$ cat config.mk
export PLATFORM = sky130hd
export DESIGN_NAME = eth_tx_sched
export DESIGN_NICKNAME = d
export VERILOG_FILES = /design/src/rtl/eth_pkg.sv /design/src/rtl/rr_arbiter.sv /design/src/rtl/eth_tx_sched.sv
export SDC_FILE = /design/constraint.sdc
export NUM_CORES = 1
export LEC_CHECK = 0
export CORE_MARGIN = 3
export CORE_UTILIZATION = 52
export CTS_CLUSTER_SIZE = 14
export DETAILED_ROUTE_END_ITERATION = 12
export PLACE_DENSITY_LB_ADDON = 0.1
export SKIP_LAST_GASP = 1
export SYNTH_ARGS = -nofsm -noshare
export SYNTH_HDL_FRONTEND = slang
export SYNTH_HIERARCHICAL = 1
export SYNTH_SLANG_ARGS = --single-unit
$ cat constraint.sdc
create_clock -name clk -period 8.2 [get_ports clk]
set_clock_uncertainty 0.15 [all_clocks]
set_input_delay 1.23 -clock clk [delete_from_list [all_inputs] [get_ports clk]]
set_output_delay 1.23 -clock clk [all_outputs]
set_load 0.02 [all_outputs]
$ cat src/rtl/eth_pkg.sv
// Shared types and defaults for the Ethernet transmit scheduler (eth_tx_sched).
package eth_pkg;

   typedef enum logic [2:0] {
      ST_IDLE    = 3'd0,
      ST_GRANT   = 3'd1,
      ST_WAIT_TX = 3'd2,
      ST_SEND    = 3'd3,
      ST_IFG     = 3'd4
   } state_e;

   localparam int unsigned DEF_IFG_CYCLES = 12;
   localparam int unsigned DEF_TMO_CYCLES = 4096;

   // Shared counter must hold the larger of the two terminal counts without wrapping.
   function automatic int unsigned cnt_width(input int unsigned a, input int unsigned b);
      return $clog2((a > b) ? a : b) + 1;
   endfunction

endpackage

$ cat src/rtl/rr_arbiter.sv
// Combinational round-robin select: search starts one past the last granted index.
module rr_arbiter #(
   parameter int unsigned NREQ = 3
) (
   input  logic [NREQ-1:0] i_req,
   input  logic [2:0]      i_last,
   output logic [NREQ-1:0] o_gnt,
   output logic [2:0]      o_idx,
   output logic            o_valid
);

   int unsigned j;

   always_comb begin
      o_gnt   = '0;
      o_idx   = i_last;
      o_valid = 1'b0;
      j       = 0;
      for (int unsigned k = 1; k <= NREQ; k++) begin
         j = (int'(i_last) + k) % NREQ;
         if (!o_valid && i_req[j]) begin
            o_valid  = 1'b1;
            o_gnt[j] = 1'b1;
            o_idx    = 3'(j);
         end
      end
   end

endmodule

$ cat src/rtl/eth_tx_sched.sv
// Transmit scheduler: round-robin grants a shared MAC engine, enforces IFG and start timeout.
// Optional statistics counters enabled with macro ETH_TX_SCHED_STATS_EN.
module eth_tx_sched
   import eth_pkg::*;
#(
   parameter int unsigned NREQ       = 3,
   parameter int unsigned IFG_CYCLES = DEF_IFG_CYCLES,
   parameter int unsigned TMO_CYCLES = DEF_TMO_CYCLES
) (
   input  logic            clk,
   input  logic            rst_n,
   input  logic [NREQ-1:0] i_req,
   output logic [NREQ-1:0] o_gnt,
   output logic            o_start,
   input  logic            i_tx_en,
   output logic [NREQ-1:0] o_done,
   output logic [NREQ-1:0] o_abort,
   output logic            o_busy,
   output logic [2:0]      o_sel
`ifdef ETH_TX_SCHED_STATS_EN
   ,
   output logic [15:0]     o_frame_cnt,
   output logic [7:0]      o_tmo_cnt
`endif
);

   localparam int unsigned     CW       = cnt_width(IFG_CYCLES, TMO_CYCLES);
   localparam logic [CW-1:0]   TMO_LAST = CW'(TMO_CYCLES - 1);
   localparam logic [CW-1:0]   IFG_LAST = CW'(IFG_CYCLES - 1);
   localparam logic [2:0]      SEL_RST  = 3'(NREQ - 1);

   state_e            state_q, state_d;
   logic [CW-1:0]     cnt_q, cnt_d;
   logic [NREQ-1:0]   gnt_q, gnt_d;
   logic [2:0]        sel_q, sel_d;
   logic [NREQ-1:0]   arb_gnt;
   logic [2:0]        arb_idx;
   logic              arb_valid;
   logic              done_ev;
   logic              abort_ev;

   rr_arbiter #(.NREQ(NREQ)) u_arb (
      .i_req   (i_req),
      .i_last  (sel_q),
      .o_gnt   (arb_gnt),
      .o_idx   (arb_idx),
      .o_valid (arb_valid)
   );

   always_comb begin
      state_d  = state_q;
      cnt_d    = cnt_q;
      gnt_d    = gnt_q;
      sel_d    = sel_q;
      done_ev  = 1'b0;
      abort_ev = 1'b0;
      unique case (state_q)
         ST_IDLE: begin
            if (arb_valid) begin
               state_d = ST_GRANT;
               gnt_d   = arb_gnt;
               sel_d   = arb_idx;
            end
         end
         ST_GRANT: begin
            state_d = ST_WAIT_TX;
            cnt_d   = '0;
         end
         ST_WAIT_TX: begin
            // tx_en is checked first so it wins over a coincident timeout
            if (i_tx_en) begin
               state_d = ST_SEND;
               cnt_d   = '0;
            end else if (cnt_q == TMO_LAST) begin
               abort_ev = 1'b1;
               state_d  = ST_IDLE;
               gnt_d    = '0;
               cnt_d    = '0;
            end else begin
               cnt_d = cnt_q + CW'(1);
            end
         end
         ST_SEND: begin
            if (!i_tx_en) begin
               done_ev = 1'b1;
               state_d = ST_IFG;
               cnt_d   = '0;
            end
         end
         ST_IFG: begin
            if (cnt_q == IFG_LAST) begin
               state_d = ST_IDLE;
               gnt_d   = '0;
               cnt_d   = '0;
            end else begin
               cnt_d = cnt_q + CW'(1);
            end
         end
         default: begin
            state_d = ST_IDLE;
            gnt_d   = '0;
            cnt_d   = '0;
         end
      endcase
   end

   always_ff @(posedge clk or negedge rst_n) begin
      if (!rst_n) begin
         state_q <= ST_IDLE;
         cnt_q   <= '0;
         gnt_q   <= '0;
         sel_q   <= SEL_RST;
      end else begin
         state_q <= state_d;
         cnt_q   <= cnt_d;
         gnt_q   <= gnt_d;
         sel_q   <= sel_d;
      end
   end

   assign o_gnt   = gnt_q;
   assign o_start = (state_q == ST_GRANT);
   assign o_done  = done_ev ? gnt_q : '0;
   assign o_abort = abort_ev ? gnt_q : '0;
   assign o_busy  = (state_q != ST_IDLE);
   assign o_sel   = sel_q;

`ifdef ETH_TX_SCHED_STATS_EN
   logic [15:0] frame_cnt_q, frame_cnt_d;
   logic [7:0]  tmo_cnt_q, tmo_cnt_d;

   always_comb begin
      frame_cnt_d = frame_cnt_q;
      tmo_cnt_d   = tmo_cnt_q;
      if (done_ev) frame_cnt_d = frame_cnt_q + 16'd1;
      if (abort_ev && tmo_cnt_q != 8'hFF) tmo_cnt_d = tmo_cnt_q + 8'd1;
   end

   always_ff @(posedge clk or negedge rst_n) begin
      if (!rst_n) begin
         frame_cnt_q <= '0;
         tmo_cnt_q   <= '0;
      end else begin
         frame_cnt_q <= frame_cnt_d;
         tmo_cnt_q   <= tmo_cnt_d;
      end
   end

   assign o_frame_cnt = frame_cnt_q;
   assign o_tmo_cnt   = tmo_cnt_q;
`endif

endmodule

Yosys cells after proc, flatten, opt, wreduce, memory -nomap -nowiden
Index checks and enable logic that the tools add are counted.
{ "classes": {"n_addsub": 4, "multipliers": 0, "div": 3, "magnitude_cmp": 6, "eq_ne": 12, "shift": 0, "mux": 42, "bitwise_logic": 4, "n_reduce_logical": 15} }
{ "ops": {"columns": ["operator", "count"], "rows": [
  ["$ge 32x1->1 const B", 3],
  ["$lt 32x3->1 const B", 3],
  ["$mod 32x2->32 const B", 3],
  ["$mux 13", 4],
  ["$pmux 13 s4", 1],
  ["$mux 3", 15],
  ["$pmux 3 s5", 1],
  ["$mux 1", 14],
  ["$add 13x1->13 const B", 1],
  ["$eq 13x12->1 const B", 1],
  ["$eq 13x4->1 const B", 1],
  ["$pmux 3 s4", 1],
  ["$ne 2x2->1 const B", 5],
  ["$add 3x2->4 const B", 2],
  ["$bmux 1 s2", 3],
  ["$demux 1 s2", 3],
  ["$eq 3x2->1 const B", 2],
  ["$or 3x3->3", 2],
  ["$reduce_bool 3->1", 2],
  ["$logic_and 1x1->1", 5],
  ["$reduce_and 5->1", 1],
  ["$add 3x1->4 const B", 1],
  ["$reduce_and 4->1", 1],
  ["$eq 3x1->1 const B", 1],
  ["8 further kinds", 10]
]} }
{ "totals": {"ff_bits": 22, "latch_bits": 0, "ram_bits": 0, "rom_bits": 0, "inputBits": 6, "out_inout_bits": 14, "elab_cells": 90, "memories": 0} }

Depth between registers and ports, before layout
{ "depth": {"ltp_word": 13, "ltp_mapped": 23, "depth_no_buf": 21} }

Modules after synthesis
The synthesis kept the hierarchy.
{ "by_module_without_submodules": {"columns": ["module", "instances", "cells_each", "area_per_inst_um2", "seq_area_each_um2"], "rows": [
  ["rr_arbiter", 1, 211, 1497.7, 0.0],
  ["eth_tx_sched", 1, 127, 1217.4, 551.8]
]} }

Least setup slack after synthesis
OpenSTA, ideal clock, no wires.
{ "synth_timing": {"path_type": "register to register", "startpoint": "reg sel_q[0], in the netlist o_sel[0]", "endpoint": "reg sel_q[0], in the netlist o_sel[0]", "setup_time_ns": 0.125, "arrival_time_ns": 4.538, "required_ns": 7.925, "path_slack_ns": 3.388, "stages_incl_launch_ff": 23, "path_buffers": 3, "synth_period_minus_slack_ns": 4.812, "cell_sequence": "dfrtp_1 buf_2 clkbuf_1 buf_1 inv_1 ha_1 xor2_4 inv_4 ha_1 inv_1 o21ai_0 a31oi_1 nor2_2 inv_1 ha_1 inv_1 nand2_1 nand4b_4 mux2_4 nand2b_1 inv_1 nor2_1 mux2_2"} }
{ "synth_via": {"elab_chain_len": 12, "word_cells_on_any_way": 24, "cone_classes": "3 x add/sub; 3 x div; 12 x mux; 6 x reduce/logical"} }
{ "synth_lines": {"columns": ["element", "line", "source"], "rows": [
  ["start, declared", "eth_tx_sched.sv:35", "logic [2:0] sel_q, sel_d;"],
  ["start signal, assigned", "eth_tx_sched.sv:117", "sel_q <= sel_d;"],
  ["$add 3x1->4", "rr_arbiter.sv:20", "j = (int'(i_last) + k) % NREQ;"],
  ["$mod 32x2->32", "rr_arbiter.sv:20", null],
  ["$bmux 1 s2", "rr_arbiter.sv:21", "if (!o_valid && i_req[j]) begin"],
  ["$mux 1 (not written as such)", "rr_arbiter.sv:21", null],
  ["$mux 1", "rr_arbiter.sv:21", null],
  ["$logic_not 1->1", "rr_arbiter.sv:21", null],
  ["$logic_and 1x1->1", "rr_arbiter.sv:21", null],
  ["$mux 1", "rr_arbiter.sv:21", null],
  ["$logic_not 1->1", "rr_arbiter.sv:21", null],
  ["$logic_and 1x1->1", "rr_arbiter.sv:21", null],
  ["$mux 1 (*)", "rr_arbiter.sv:21", null],
  ["net arb_valid", "eth_tx_sched.sv:38", "logic arb_valid;"],
  ["$reduce_and 3->1 (no source line) (*)", null, null]
]} }
The timed path passes the listed nets; every way through them passes the cells marked *. The select of a mux whose other input is x is not followed.
A chain may end at the register's enable or synchronous reset.

Worst setup path in the final report
{ "layout_timing": {"startpoint": "in i_tx_en", "endpoint": "out o_abort[1]"} }
{ "layout_via": {"elab_chain_len": 3} }
{ "layout_lines": {"columns": ["element", "line", "source"], "rows": [
  ["start, declared", "eth_tx_sched.sv:15", "input logic i_tx_en,"],
  ["$mux 1", "eth_tx_sched.sv:71", "if (i_tx_en) begin"],
  ["$mux 1", "eth_tx_sched.sv:57", "unique case (state_q)"],
  ["$mux 3", "eth_tx_sched.sv:124", "assign o_abort = abort_ev ? gnt_q : '0;"],
  ["end, declared", "eth_tx_sched.sv:17", "output logic [NREQ-1:0] o_abort,"]
]} }
No other way between the ends.

==> results by group <==
Outcome
  – Run status: complete, no violations

Critical path
  – Buf+Inv Stages, Crit Path: 2
  – WS Path Type: input port to output port
  – Cell family with most CP delay: simple AND/OR/NAND/NOR gates
  – Worst Setup Start Kind: input port
  – Req. time, crit path: a little under 7000 ps
  – Most frequent cell on the critical path: clkdlybuf4s50_1
  – Critical path depth: 6
  – Critical Path AT: 3520 ps
  – CP max FO: 5
  – Slowest Stage Delay on Critical Path: around 610 ps
  – Reg2Reg Depth: 18
  – CP Cell Sequence: clkdlybuf4s50_1 > nand2b_2 > or3_4 > or3_2 > nor2_1 > clkdlybuf4s50_1
  – Crit-path slowest cell: clkdlybuf4s50_1
  – CP endpoint kind: output port

Detailed routing
  – Vias per Instance: a little over 6
  – Post-route antenna net violation count: 0
  – Final wirelength: 6.15 mm
  – Pre-antenna DRT Iters: 5
  – Drt wl/cell: about 15 um
  – # DRC: 0
  – Iter 0 DRT Violations: between 150 and 200
  – Via Count: between 2000 and 3000

Floorplan
  – Die area: 6120 um^2
  – CORE AREA: between 4000 and 5000 um^2
  – DIE HEIGHT: 78.3 um
  – Row count: 25
  – IO Pins: 20
  – Die width: 78.3 um
  – Initial cell density of the core: 0.556

CTS
  – TritonCTS sink count: 22
  – H-tree depth: 1
  – CTS root buf: clkbuf_8
  – Setup bufs post-CTS: 0
  – Latest clock arrival within the worst-skew pair: approximately 260 ps
  – Num CTS Buffers: 3
  – CTS tree: built
  – CTS hold repair buffers: 0
  – Clock Tree Buf Depth: 2
  – Clock transition at path regs: 80 ps
  – Cts repair resizes: 0

Place
  – Buffers on Ports: 19
  – Hpwl dp: ~4.7 mm
  – GP Congestion: between 0.8 and 0.9

Logic synthesis
  – Syn_nets: roughly 370
  – Synthesis-stage register bit count: 22
  – Mapped Cells: about 340
  – Area leader, netlist: dfrtp_1
  – Count leader, synth: nor2_1
  – Synthesized area: about 2700 um^2
  – Cells taking the most area after synthesis: dfrtp_1 (19%), ha_1 (10%), nor2_1 (4.1%)
  – Post-synthesis sequential area ratio: 0.203
  – Post-synth EDFFs: 0
  – Share of flip-flops with an asynchronous set or reset: 1.00
  – Synth top area share: 0.194
  – Syn avg cell area: 8.03 um^2
  – Post-synth cell types: between 70 and 80
  – Dominant synthesized flop cell: dfrtp_1
  – Most frequent cells after synthesis: nor2_1 (30), nand2_1 (27), inv_1 (24)
  – Synthesis Warnings: 6

Timing
  – Unrepaired setup endpoints after global routing: false
  – TNS Setup: 0 ps
  – Slew @ Worst Pin: 1010 ps
  – Max Slew Vio Count: 0
  – Final setup fails: 0
  – Relative slew slack: 0.326
  – Period utilization: 0.597
  – Final hold viol count: 0
  – Max Fclk: 204 MHz
  – Fin Hold WS: roughly 370 ps
  – Tmin final: ~4900 ps

Final layout
  – Share of post-route cells with drive strength above 1: 0.130
  – Filler Cell Count: approximately 440
  – Area grow syn2layout: 10.6%
  – ANT cells: 0
  – Nets@finish: 383

GRT
  – Initial antenna violation count: 0
  – Pin count of the biggest net entering global routing: 35
  – Vias in the first global route: between 2000 and 2500
  – Grt ovf: 0
  – First-pass GRT wire length: 10.4 mm
  – Total GRT Usage: 0.201

Hold path
  – Hold path cells: 1
  – Worst min-delay path category: flop to flop

Flow run
  – Max-cap violations: 0

Power and ir drop
  – Worst vdd ir: about 73 uV
  – Pwr dens: around 79 nW/um^2
  – Leak pwr: approximately 1.3 nW
==> registers in the layout, indices dropped and copies added (netlist names) <==
name and cells:
cnt_q 13, o_gnt 3, o_sel 3, state_q 3
==> routing by layer <==
layer	GRT usage	wire length [um]	vias to the layer above
met1	0.307	3180	1207
met2	0.309	2650	76
met4	0.0210	12	0
li1	-	-	1291
met5	0	0	-
met3	0.0310	303	2
==> worst paths after layout <==
path / startpoint / endpoint / slack [ps]
worst max-delay path: i_tx_en / o_abort[1] / 3300
worst min-delay path: cnt_q[0] / cnt_q[0] / 370
worst max register to register: o_sel[2] / o_gnt[0] / 3370
worst min register to register: cnt_q[0] / cnt_q[0] / 370
max in group asynchronous: rst_n / cnt_q[3] / 5920
min in group asynchronous: rst_n / state_q[1] / 1360
==> cell families (layout without fill, tap and decap cells) <==
family / Yosys count / count (layout) / synth area share
AND/OR/NAND/NOR: 130 / 130 / 0.261
AO/OA/AOI/OAI: 103 / 103 / 0.276
buffers and inverters: 37 / 53 / 0.0585
adder cells (fa/ha/maj): 22 / 22 / 0.101
flip-flops: 22 / 22 / 0.203
multiplexers: 14 / 14 / 0.0553
XOR/XNOR: 10 / 10 / 0.0447
==> stage by stage <==
stage / utilization / setup slack (ps) / instances / power [mW] / area, um^2
after global routing: 0.616 / 2930 / 421 / 0.250 / 3000
after detailed placement: 0.604 / 3300 / 417 / 0.160 / 2950
final: 0.616 / 3300 / 421 / 0.237 / 3000
after CTS: 0.616 / 3290 / 421 / 0.240 / 3000
after global placement: 0.604 / 3360 / 417 / 0.160 / 2950
after floorplan: - / 3390 / 338 / 0.147 / 2720
==> report_power, final <==
group	internal, mW	switching [mW]	total, mW	leakage [nW]
combinational	0.0211	0.0274	0.0485	0.983
sequential	0.109	0.00142	0.110	0.286
clock	0.0428	0.0361	0.0789	0.0288
==> worst register-to-register path: cells and delay by family (launching register included) <==
family / cells / cell delay (ps)
compound gates: 4 / 710
xor+xnor: 1 / 160
fa+ha+maj: 4 / 1140
buf+inv: 2 / 160
flops: 1 / 740
mux: 1 / 430
simple gates: 6 / 1280
==> area by class of cell <==
type                            instances  area [um^2]  area share
Clock buffer                            4         55.1      0.0183
Sequential cell                        22          552       0.184
Inverter                               29          111      0.0371
Timing Repair Buffer                   20          198      0.0658
Tap cell                               67         83.8      0.0279
Multi-Input combinational cell        279         2000       0.667
==> placed cells by master (no fill, tap or decap), types with 5 or more instances in the layout <==
master           count
nand2_1             27
nor2_1              30
a21oi_1             16
ha_1                22
nand3_1             17
nand4_1              5
nor3_1               9
a22o_1               9
a31oi_1              8
mux2i_1              9
xnor2_1              5
clkdlybuf4s50_1     19
inv_1               24
dfrtp_1             21
o21ai_0             19
No activity file was read; power rests on OpenSTA's default activity.
